**src/rtl/per_slave_rr_arbiter.sv**
```systemverilog
// -----------------------------------------------------------------------------
// per_slave_rr_arbiter
//
// Shares one peripheral slave port between N_MASTER requesters. It sits on the
// slave side of the peripheral interconnect, after the per-master address
// decoders.
//
// Arbitration is round-robin, and grants are returned in the same cycle. Every
// accepted transaction records the originating master index in an in-order
// FIFO. The slave returns responses in order, so each response goes to the
// master at the FIFO head. The FIFO depth, MAX_OUTSTANDING, caps the number of
// outstanding transactions.
//
// Ports
//   clk, rst        clock and synchronous active-high reset
//   data_req_i      request per master
//   data_add_i      per-master address, master i at slice i
//   data_wen_i      per-master wen (1 = read, 0 = write)
//   data_wdata_i    per-master write data
//   data_be_i       per-master byte enables
//   data_gnt_o      one-hot grant, combinational from per_gnt_i
//   data_r_valid_o  one-hot response valid, routed to the FIFO head master
//   data_r_rdata_o  response data, broadcast to all masters
//   data_r_opc_o    response error, broadcast to all masters
//   per_req_o       slave request (any request and FIFO not full)
//   per_add_o       address of the winning master
//   per_wen_o       wen of the winning master
//   per_wdata_o     write data of the winning master
//   per_be_o        byte enables of the winning master
//   per_gnt_i       slave grant
//   per_r_valid_i   slave response valid (responses arrive in order)
//   per_r_rdata_i   slave read data
//   per_r_opc_i     slave error
//   err_o           sticky flag: a response arrived with no transaction outstanding
// -----------------------------------------------------------------------------
module per_slave_rr_arbiter #(
  parameter int N_MASTER        = 4,
  parameter int ADDR_WIDTH      = 32,
  parameter int DATA_WIDTH      = 32,
  parameter int BE_WIDTH        = DATA_WIDTH / 8,
  parameter int MAX_OUTSTANDING = 4
) (
  input  logic                           clk,
  input  logic                           rst,
  input  logic [N_MASTER-1:0]            data_req_i,
  input  logic [N_MASTER*ADDR_WIDTH-1:0] data_add_i,
  input  logic [N_MASTER-1:0]            data_wen_i,
  input  logic [N_MASTER*DATA_WIDTH-1:0] data_wdata_i,
  input  logic [N_MASTER*BE_WIDTH-1:0]   data_be_i,
  output logic [N_MASTER-1:0]            data_gnt_o,
  output logic [N_MASTER-1:0]            data_r_valid_o,
  output logic [DATA_WIDTH-1:0]          data_r_rdata_o,
  output logic                           data_r_opc_o,
  output logic                           per_req_o,
  output logic [ADDR_WIDTH-1:0]          per_add_o,
  output logic                           per_wen_o,
  output logic [DATA_WIDTH-1:0]          per_wdata_o,
  output logic [BE_WIDTH-1:0]            per_be_o,
  input  logic                           per_gnt_i,
  input  logic                           per_r_valid_i,
  input  logic [DATA_WIDTH-1:0]          per_r_rdata_i,
  input  logic                           per_r_opc_i,
  output logic                           err_o
);

  localparam int unsigned NM    = unsigned'(N_MASTER);
  localparam int          IDX_W = (N_MASTER > 1) ? $clog2(N_MASTER) : 1;
  localparam int          PTR_W = (MAX_OUTSTANDING > 1) ? $clog2(MAX_OUTSTANDING) : 1;
  localparam int          CNT_W = $clog2(MAX_OUTSTANDING + 1);

  localparam logic [IDX_W-1:0] LAST_IDX = IDX_W'(N_MASTER - 1);
  localparam logic [PTR_W-1:0] LAST_PTR = PTR_W'(MAX_OUTSTANDING - 1);
  localparam logic [CNT_W-1:0] DEPTH    = CNT_W'(MAX_OUTSTANDING);

  // Arbitration state
  logic [IDX_W-1:0] rr_ptr;
  logic [IDX_W-1:0] winner;
  logic             any_req;

  // Outstanding FIFO of master indices
  logic [IDX_W-1:0] fifo_q [MAX_OUTSTANDING];
  logic [PTR_W-1:0] wr_ptr;
  logic [PTR_W-1:0] rd_ptr;
  logic [CNT_W-1:0] count;
  logic [IDX_W-1:0] head;

  logic full;
  logic empty;
  logic push;
  logic pop;

  assign full    = (count == DEPTH);
  assign empty   = (count == '0);
  assign any_req = |data_req_i;
  assign head    = fifo_q[rd_ptr];

  assign per_req_o = any_req && !full;
  assign push      = per_req_o && per_gnt_i;
  assign pop       = per_r_valid_i && !empty;

  // Response data and error go to every master without gating. Only the
  // one-hot valid tells a master that the response is its own.
  assign data_r_rdata_o = per_r_rdata_i;
  assign data_r_opc_o   = per_r_opc_i;

  // ---------------------------------------------------------------------------
  // Round-robin search. Masters are checked in order from rr_ptr, wrapping at
  // N_MASTER-1, so N_MASTER need not be a power of two.
  // ---------------------------------------------------------------------------
  always_comb begin
    logic [IDX_W-1:0] cand;
    logic             found;
    winner = rr_ptr;
    cand   = rr_ptr;
    found  = 1'b0;
    for (int unsigned k = 0; k < NM; k++) begin
      if (!found && data_req_i[cand]) begin
        found  = 1'b1;
        winner = cand;
      end
      cand = (cand == LAST_IDX) ? '0 : cand + 1'b1;
    end
  end

  // ---------------------------------------------------------------------------
  // Request fields from the winner, and the zero-latency grant. Every field is
  // forced to zero while no request is issued, either because no master is
  // requesting or because the FIFO is full.
  // ---------------------------------------------------------------------------
  always_comb begin
    per_add_o   = '0;
    per_wen_o   = 1'b0;
    per_wdata_o = '0;
    per_be_o    = '0;
    data_gnt_o  = '0;
    for (int unsigned m = 0; m < NM; m++) begin
      if (per_req_o && (winner == IDX_W'(m))) begin
        per_add_o     = data_add_i[m*ADDR_WIDTH +: ADDR_WIDTH];
        per_wen_o     = data_wen_i[m];
        per_wdata_o   = data_wdata_i[m*DATA_WIDTH +: DATA_WIDTH];
        per_be_o      = data_be_i[m*BE_WIDTH +: BE_WIDTH];
        data_gnt_o[m] = per_gnt_i;
      end
    end
  end

  // Route the response to the master recorded at the FIFO head.
  always_comb begin
    data_r_valid_o = '0;
    for (int unsigned m = 0; m < NM; m++) begin
      if (pop && (head == IDX_W'(m))) begin
        data_r_valid_o[m] = 1'b1;
      end
    end
  end

  // ---------------------------------------------------------------------------
  // Priority pointer. It moves only on a handshake. A stalled winner keeps
  // priority until the slave grants it.
  // ---------------------------------------------------------------------------
  always_ff @(posedge clk) begin
    if (rst) begin
      rr_ptr <= '0;
    end else if (push) begin
      rr_ptr <= (winner == LAST_IDX) ? '0 : winner + 1'b1;
    end
  end

  // The FIFO storage has no reset. An entry is read only after it has been
  // written, because count gates every pop.
  always_ff @(posedge clk) begin
    if (push) begin
      fifo_q[wr_ptr] <= winner;
    end
  end

  always_ff @(posedge clk) begin
    if (rst) begin
      wr_ptr <= '0;
      rd_ptr <= '0;
      count  <= '0;
      err_o  <= 1'b0;
    end else begin
      if (push) begin
        wr_ptr <= (wr_ptr == LAST_PTR) ? '0 : wr_ptr + 1'b1;
      end
      if (pop) begin
        rd_ptr <= (rd_ptr == LAST_PTR) ? '0 : rd_ptr + 1'b1;
      end
      case ({push, pop})
        2'b10:   count <= count + 1'b1;
        2'b01:   count <= count - 1'b1;
        default: count <= count;
      endcase
      if (per_r_valid_i && empty) begin
        err_o <= 1'b1;
      end
    end
  end

endmodule

```
**config.mk**
```make
export PLATFORM = sky130hd
export DESIGN_NAME = per_slave_rr_arbiter
export DESIGN_NICKNAME = d
export VERILOG_FILES = /design/src/rtl/per_slave_rr_arbiter.sv
export SDC_FILE = /design/constraint.sdc
export NUM_CORES = 1
export LEC_CHECK = 0
export BUFFER_PORTS_ARGS = -buffer_cell sky130_fd_sc_hd__buf_2
export CORE_AREA = 2 2 167 169
export DETAILED_ROUTE_END_ITERATION = 10
export DIE_AREA = 0 0 169 171
export PLACE_DENSITY_LB_ADDON = 0.3
export SLEW_MARGIN = 25
export SYNTH_ARGS = -nofsm -noshare
export SYNTH_HDL_FRONTEND = slang
export SYNTH_SLANG_ARGS = --single-unit
```
**constraint.sdc**
```tcl
create_clock -name clk -period 11.1 [get_ports clk]
set_input_delay 1.11 -clock clk [delete_from_list [all_inputs] [get_ports clk]]
set_output_delay 1.11 -clock clk [all_outputs]
set_load 0.005 [all_outputs]
```
==> Yosys cells after proc, flatten, opt, wreduce, memory -nomap -nowiden <==
Memories as Yosys holds them, arrays and structs flattened. A register that Yosys moved wholly into a read port is not among the register bits.
Index checks and enable logic that the tools add are counted.
{ "word_totals": {"input_bits": 317, "mem_bits_rw": 8, "output_inout_bits": 112, "elab_cells": 106, "reg_bits": 10, "mem_count": 1} }
{ "classes": {"add_sub_neg": 8, "n_mux": 49, "n_lt_le_gt_ge": 4, "n_eq_ne": 14, "reduce_logical": 25} }
{ "memory_table": {"columns": ["name", "depth", "width", "rd", "rd_clocked_by_memory_dff", "write_ports", "line_no", "source"], "rows": [
  ["fifo_q", 4, 2, 1, 1, 1, "81", "logic [IDX_W-1:0] fifo_q [MAX_OUTSTANDING];"]
]} }
{ "ops": {"columns": ["operator", "count"], "rows": [
  ["$mux W32", 8],
  ["$mux W2", 11],
  ["$mux W1", 21],
  ["$eq A2 B2 Y1 const B", 10],
  ["$mux W4", 4],
  ["$logic_and A1 B1 Y1", 15],
  ["$add A2 B1 Y2 const B", 6],
  ["$lt A2 B3 Y1 const B", 4],
  ["$bmux W1 S2", 4],
  ["$eq A2 B1 Y1 const B", 3],
  ["$pmux W3 S2", 1],
  ["$logic_not A1 Y1", 5],
  ["$logic_not A2 Y1", 2],
  ["$reduce_or A4 Y1", 1],
  ["$add A3 B1 Y3 const B", 1],
  ["$eq A3 B3 Y1 const B", 1],
  ["$logic_not A3 Y1", 1],
  ["$sub A3 B1 Y3 const B", 1],
  ["$reduce_bool A2 Y1", 1]
]} }

==> Logic depth before layout (Yosys ltp) <==
Gate-level depths: netlist of run 1.
{ "logic_depth": {"word_depth": 18, "mapped_depth": 19, "ltp_nobuf": 15} }

==> Least setup slack after synthesis of run 1 <==
Ideal clock, no wire load.
{ "synth_timing": {"path_kind": "input -> output", "from": "input port data_req_i[3]", "to": "output port per_wdata_o[17]", "cell_stages": 15, "arrival_ns": 3.855, "slack_ns": 6.135, "t_required_ns": 9.990, "n_path_buf": 3, "cell_sequence": "mux2_1 and3_4 or4_1 a31oi_1 or2_1 ha_1 clkbuf_1 clkbuf_1 clkbuf_1 nand2_1 a21oi_1 a21oi_1 nor2_1 a21oi_1 nor2_1"} }
{ "synth_via": {"elab_chain_cells": 18, "elab_cells_between_ends": 34, "classes_between": "3 x eq/ne; 18 x mux; 13 x reduce/logical"} }
{ "synth_rtl": {"columns": ["item", "line_no", "source"], "rows": [
  ["from (decl)", "45", "input logic [N_MASTER-1:0] data_req_i,"],
  ["$bmux W1 S2", "117", "if (!found && data_req_i[cand]) begin"],
  ["$mux W1 (not written as such)", "117", null],
  ["$mux W1", "117", null],
  ["$logic_not A1 Y1", "117", null],
  ["$logic_and A1 B1 Y1", "117", null],
  ["$mux W1", "117", null],
  ["$logic_not A1 Y1", "117", null],
  ["$logic_and A1 B1 Y1", "117", null],
  ["$mux W1", "117", null],
  ["$logic_not A1 Y1", "117", null],
  ["$logic_and A1 B1 Y1", "117", null],
  ["$mux W2 *", "117", null],
  ["via winner[0]", "77", "logic [IDX_W-1:0] winner;"],
  ["$logic_not A2 Y1", "137", "if (per_req_o && (winner == IDX_W'(m))) begin"],
  ["$logic_and A1 B1 Y1", "137", null],
  ["$mux W32 (3 in a row)", "137", null],
  ["$mux W32 *", "137", null],
  ["to (decl)", "57", "output logic [DATA_WIDTH-1:0] per_wdata_o,"]
]} }
The timed path passes the listed nets; every way through them passes the cells marked *. The select of a mux whose other input is x is not followed.

==> Final worst setup path of run 1 <==
{ "layout_timing": {"from": "register rr_ptr[0]", "to": "output port per_wdata_o[1]"} }
{ "layout_via": {"elab_chain_cells": 18, "elab_cells_between_ends": 41, "classes_between": "3 x add/sub; 6 x eq/ne; 21 x mux; 11 x reduce/logical"} }
{ "layout_rtl": {"columns": ["item", "line_no", "source"], "rows": [
  ["from (decl)", "76", "logic [IDX_W-1:0] rr_ptr;"],
  ["from (signal assigned)", "165", "rr_ptr <= (winner == LAST_IDX) ? '0 : winner + 1'b1;"],
  ["branches (longest 11 deep; another with $add A2 B1 Y2)", null, null],
  ["$mux W2 *", "117", null],
  ["via winner[0]", "77", null],
  ["$logic_not A2 Y1", "137", null],
  ["$logic_and A1 B1 Y1", "137", null],
  ["$mux W32 (3 in a row)", "137", null],
  ["$mux W32 *", "137", null]
]} }
Mark *: on every way through the listed nets, which the timed path passes. The select of a mux whose other input is x is not followed.

==> results_dict.tcl, run 1 <==
set metrics [dict create \
    drive_gt1_share_pct 39.0 \
    cts_sinks 20 \
    drt-total-wl_mm 22.5 \
    synth_edf_count 8 \
    hold_viol_final 0 \
    rows 61 \
    irDropWorstVdd_mv 0.174 \
    clkLatencyLatePin_ps 250 \
    path_class "flop to primary output" \
    grt_pass1_wl_mm 31.8 \
    switching_share_pct 56.9 \
    clkPwrFrac_pct 3.2 \
    fmax_mhz 155 \
    drtPass1Iterations 5 \
    grt_overflow_total 0 \
    period_minus_slack_ps 6450 \
    synth_top_family_by_area "simple AND/OR/NAND/NOR gates" \
    root_buffer "clkbuf_16" \
    fin_ws_ps 4650 \
    worstHoldStart "err_o$_SDFFE_PP0P_" \
    port_buffers 362 \
    syn-num-nets 1044 \
    cts_hold_buf 0 \
    wl_per_cell_um 16.8 \
    via_per_inst 4.43 \
    synth_cell_types 48 \
    max_cap_viol_count 0 \
    hpwl_mm 18.0 \
    num_io_pins 429 \
    switchingPower_uw 1460 \
    start_kind "flop" \
    synthMuxAreaShare_pct 2.67 \
    hold_end "err_o$_SDFFE_PP0P_" \
    synth_top_area_share_pct 25.3 \
    worstRegToRegCells 10 \
    slew_violations 0 \
    first_iter_violations 278 \
    synthSimpleGateAreaFrac_pct 38.4 \
    gp_congestion 0.836 \
    clk_pin_slew_worst_paths_ps 60 \
    synth_sequential_area_ratio_pct 11.6 \
    crit_fanout 104 \
    postSynthAreaPerCell_um2 5.78 \
    die_width_um 169 \
    synthArstFlopShare_pct 0 \
    drc 0 \
    p_seq_share_pct 4.8 \
    yosys.area_share.adder_pct 3.82 \
    rrSetupSlack_ps 7800 \
    postRouteAntennaNets 0 \
    postCtsSetupBuffers 0 \
    slew_headroom_pct 34.6 \
    combPwrFrac_pct 92.0 \
    die_y_um 171 \
    grt_max_degree 105 \
    hp-class "flop to flop" \
    timing.rr.start "rr_ptr[0]$_SDFFE_PP0P_" \
    cts_resized 0 \
    syn-cell-area_um2 4130 \
    num_vias 5917 \
    die_area_um2 28900 \
    cp.required_ps 9990 \
    htree_levels 1 \
    grt_usage_pct 14.2 \
    ctsLongestPathBuffers 2 \
    start_util_pct 15.1 \
    synth-main-ff-cell "dfxtp_1" \
    finalClockSkew_ps 3.11 \
    core_um2 27300 \
    rsz0062_at_grt "no" \
    setup_violations 0 \
    cts_inserted_buffers 3 \
    status "complete, no violations" \
    synthCells 715 \
    arrival_ps 5340 \
    cts_tree "yes" \
    antenna_found_initial 3 \
    pre_cts_ws_ps 4850 \
    power-per-cell-area_nw_per_um2 425 \
    worst_setup_path_end_kind "primary output" \
    synth_compound_area_share_pct 30.0 \
    power_leakage_uw 0.00298 \
    syn2layout_area_growth_pct 46.6 \
    yosysTopAreaCell "a21oi_1" \
    r2r_end "rr_ptr[1]$_SDFFE_PP0P_" \
    ys_seq_elements 20 \
    worst_slew_pin_slew_ps 982 \
    hold_depth 2 \
    synth-xor-area-share_pct 0.424 \
    min_period_over_period_pct 58.1 \
    grt_pass1_vias 5413 \
    p_int_uw 1110 \
    fin_nets 1318 \
    synth_area_leaders "a21oi_1 (25%), nor2_1 (13%), nand3b_1 (12%)" \
    yosysWarnings 0 \
    fin_tns_setup_ps 0 \
]
-- power groups by stage --
stage	registers [uW]	logic, uW	clock network, uW
final	124	2370	82.2
after global routing	127	2710	86.4
after CTS	124	2410	83.6
after detailed placement	125	2400	0
after global placement	125	2380	0
after floorplan	116	1560	0
-- worst max-delay path by stage --
stage                                 from         endpoint  slack (ps)  cells past startpoint
finish              rr_ptr[0]$_SDFFE_PP0P_   per_wdata_o[1]        4650                     16
CTS                 rr_ptr[0]$_SDFFE_PP0P_      per_be_o[2]        4620                     16
global route        rr_ptr[0]$_SDFFE_PP0P_   per_wdata_o[1]        4180                     16
detailed placement           data_req_i[3]      per_be_o[2]        4850                     15
floorplan                    data_req_i[3]  per_wdata_o[17]        6130                     15
global placement             data_req_i[3]      per_be_o[2]        4920                     15
-- cell usage after synthesis, types with 3 or more instances --
cell      count
buf_1         7
nor2b_1       5
nand3b_1     66
nand2_1      78
nor3b_1       3
ha_1         11
buf_2         3
and3_1        9
edfxtp_1      8
a21oi_1     209
nor2_1      146
inv_1        11
nor3_1        9
o21ai_0       5
clkbuf_1     54
dfxtp_1      12
buf_4        33
mux4_2        3
a221oi_1      4
-- area by class of cell --
| cell class | instances | area (um^2) |
|---|---|---|
| Timing Repair Buffer | 366 | 1840 |
| Inverter | 12 | 45.0 |
| Antenna cell | 1 | 2.50 |
| Fill cell | 3238 | 21300 |
| Tap cell | 346 | 433 |
| Multi-Input combinational cell | 586 | 3170 |
| Sequential cell | 20 | 480 |
| Clock buffer | 4 | 88.8 |
-- worst max-delay path, stage by stage, from the launching register on --
cell	delay, ps
dfxtp_1	650
ha_1	460
mux4_2	430
a21oi_2	50
and3_4	200
or4_1	390
a31oi_1	290
or2_1	350
ha_4	390
buf_4	700
nand3b_1	200
a21oi_1	100
a21oi_1	310
nor2_1	80
a21oi_1	140
nor2_1	50
buf_2	140
-- sequential cells by signal, summed over array words and instances (netlist names), named ones only --
| register | count |
|---|---|
| fifo_q | 8 |
| count | 3 |
| rd_ptr | 2 |
| rr_ptr | 2 |
| err_o | 1 |
| wr_ptr | 2 |
-- cells by family (layout without fill, tap and decap cells) --
family	after synthesis	in the layout
simple gates	330	330
compound gates	235	235
buf+inv	109	382
flops	20	20
fa+ha+maj	12	12
mux	7	7
xor+xnor	2	2
other cells	0	1
-- layer usage --
metal	wire length [um]	up-vias	global-route usage [%]	part of all wire (%)
met5	27	-	0	0.12
met4	514	4	2.64	2.3
met3	1590	24	2.94	7.1
met2	11400	266	26.5	51
met1	8960	2657	16.8	40
li1	-	2966	-	-
-- through the flow --
step           cell area, um^2  hold slack, ps  std cells  total power (uW)  utilization [%]
4_1_cts                   6050             474       1334              2620             22.2
3_5_place_dp              5970             459       1330              2520             21.8
2_1_floorplan             4130             454        715              1680                -
5_1_grt                   6050             501       1334              2920             22.2
3_3_place_gp              5970             449       1330              2510             21.8
6_report                  6060             469       1335              2570             22.2
-- placed cells by master, fill, tap and decap left out, types with 2 or more instances in the layout --
cell | synthesis | layout
a21oi_1 | 209 | 209
mux4_2 | 3 | 3
dfxtp_1 | 12 | 12
nand2_1 | 78 | 78
inv_1 | 11 | 11
a31oi_1 | 2 | 2
edfxtp_1 | 8 | 8
nand3b_1 | 66 | 66
xor2_1 | 2 | 2
o21ai_0 | 5 | 5
or2_2 | 2 | 2
nor3_1 | 9 | 9
mux2i_1 | 2 | 2
nor2_1 | 146 | 146
and3_1 | 9 | 9
nand2b_1 | 2 | 2
buf_2 | 3 | 362
ha_4 | 0 | 4
clkbuf_16 | 0 | 3
or3_1 | 2 | 2
buf_4 | 33 | 4
nand3_1 | 2 | 2
nor3b_1 | 3 | 3
o21ai_1 | 2 | 2
nor2b_1 | 5 | 5
a221oi_1 | 4 | 4
o21a_1 | 2 | 2
ha_1 | 11 | 7
Power figures use the tool's default switching activity.
==> inputs of run 2 (changes only) <==
CORE_AREA = 2 2 168 170   (was 2 2 167 169)
DIE_AREA = 0 0 170 172   (was 0 0 169 171)
clock period = 6.54 ns   (was 11.1 ns; I/O delays follow)
==> run 2 against run 1 <==
Effect of this change: critical path depth did not move; sequential share of layout area fell by 0.12 points; sequential power rose by 69%; worst setup slack worse by 3700 ps; largest power group unchanged; highest routed layer unchanged.
==> results_dict.tcl, run 2 (synthesis gave the netlist of run 1 again) <==
set metrics [dict create \
    status "complete, no violations" \
    cts_resized 0 \
    die_width_um 170 \
    setup_violations 0 \
    port_buffers 362 \
    irDropWorstVdd_mv 0.255 \
    final_cell_mix "buf_2 (362), a21oi_1 (209), nor2_1 (146)" \
    grt_pass1_vias 5731 \
    min_period_over_period_pct 85.1 \
    multi_input_area_um2 3160 \
    die_y_um 172 \
    antenna_found_initial 2 \
    stdcell_count 1340 \
    hpwl_mm 18.0 \
    cp_cell_sequence "ha_1 -> mux4_2 -> a21oi_2 -> and3_4 -> or4_1 -> a31oi_1 -> or2_1 -> ha_4 -> buf_4 -> nand3b_1 -> a21oi_1 -> a21oi_1 -> nor2_1 -> a21oi_1 -> nor2_1 -> buf_2" \
    regMostFlops "fifo_q" \
    path_class "flop to primary output" \
    placed_area_um2 6040 \
    drt-total-wl_mm 22.3 \
    power-per-cell-area_nw_per_um2 723 \
    clkLatencyLatePin_ps 250 \
    fin_tns_setup_ps 0 \
    postRouteAntennaNets 0 \
    crit_fanout 54 \
    max_cap_viol_count 0 \
    gp_congestion 0.887 \
    fin_nets 1323 \
    hold_viol_final 0 \
    ctsLongestPathBuffers 2 \
    clk_pin_slew_worst_paths_ps 60 \
    drc 0 \
    largest_reg_flops 8 \
    finalPower_uw 4450 \
    grt_max_degree 70 \
    cts_sinks 20 \
    num_io_pins 429 \
    worst_setup_path_end_kind "primary output" \
    finalClockSkew_ps 3.01 \
    cpMostUsedCell "a21oi_1" \
    ff_latch_area_um2 480 \
    drive_gt1_share_pct 39.3 \
    first_iter_violations 268 \
    num_vias 5989 \
    dp.cells 1335 \
    arrival_ps 4910 \
    cp.required_ps 5890 \
    top_regs "fifo_q: 8 flops, count: 3 flops" \
    start_util_pct 15.0 \
    cts_inserted_buffers 3 \
    critical_path.max_stage_delay_ps 660 \
    fmax_mhz 180 \
    fillCellCount 3244 \
    design_area_um2 6150 \
    grt_pass1_wl_mm 32.3 \
    htree_levels 1 \
    die_area_um2 29200 \
    slew_violations 0 \
    hp-class "flop to flop" \
    worst_slew_pin_slew_ps 832 \
    power_leakage_uw 0.00302 \
    rsz0062_at_grt "no" \
    syn2layout_area_growth_pct 48.9 \
    start_kind "flop" \
    period_minus_slack_ps 5570 \
    rows 61 \
    core_um2 27500 \
    cts_tree "yes" \
    cts_hold_buf 0 \
    utilization_pct 22.4 \
    crit_slowest_cell "dfxtp_1" \
    postCtsSetupBuffers 0 \
    slew_headroom_pct 44.5 \
    final_common_cell "buf_2" \
    root_buffer "clkbuf_16" \
    wl_per_cell_um 16.6 \
    grt_usage_pct 14.1 \
    via_per_inst 4.47 \
    grt_overflow_total 0 \
    drtPass1Iterations 6 \
]
## run 2: cell types whose count changed in the layout (fill, tap and decap cells not counted)
cell,change
ha_4,-1
clkbuf_8,-1
bufinv_16,+1
buf_12,+4
buf_4,+1
ha_2,+1
## run 2: power breakdown
group / total (uW) / switching, uW / internal, uW
Clock: 168 / 46.9 / 121
Combinational: 4070 / 2380 / 1690
Sequential: 209 / 32.3 / 177
Total: 4450 / 2460 / 1990
## run 2: path summary, 6_finish.rpt
path	start	end	slack, ps	depth (start not counted)
setup / recovery	rr_ptr[0]$_SDFFE_PP0P_	per_add_o[7]	970	16
hold / removal	err_o$_SDFFE_PP0P_	err_o$_SDFFE_PP0P_	470	2
setup reg to reg	rr_ptr[0]$_SDFFE_PP0P_	rr_ptr[1]$_SDFFE_PP0P_	3240	10
hold reg to reg	err_o$_SDFFE_PP0P_	err_o$_SDFFE_PP0P_	470	2
## run 2: cell type report
| class | count | share of cell area, % |
|---|---|---|
| tap | 346 | 7.04 |
| multi-input combinational | 586 | 51.3 |
| clock inverter | 1 | 0.488 |
| antenna | 1 | 0.0407 |
| sequential | 20 | 7.81 |
| inverter | 12 | 0.732 |
| clock buffer | 3 | 1.22 |
| timing repair buffer | 371 | 31.4 |
## run 2: layer usage
layer | GRT usage [%] | routed length (um)
met1 | 16.5 | 8970
met4 | 1.97 | 292
met2 | 26.9 | 11400
met5 | 0 | 13
met3 | 2.84 | 1570
## run 2: through the flow
step	hold WS [ps]	setup WS [ps]
2_1_floorplan	454	2370
3_3_place_gp	445	1360
3_5_place_dp	462	1240
4_1_cts	477	974
5_1_grt	520	586
6_report	473	975
## run 2: worst max-delay path, delay by kind of cell (launching register included)
kind,cells,cell delay [ps]
buffers and inverters,2,570
adder cells (fa/ha/maj),2,1050
AO/OA/AOI/OAI,5,680
flip-flops,1,660
AND/OR/NAND/NOR,6,1250
multiplexers,1,430
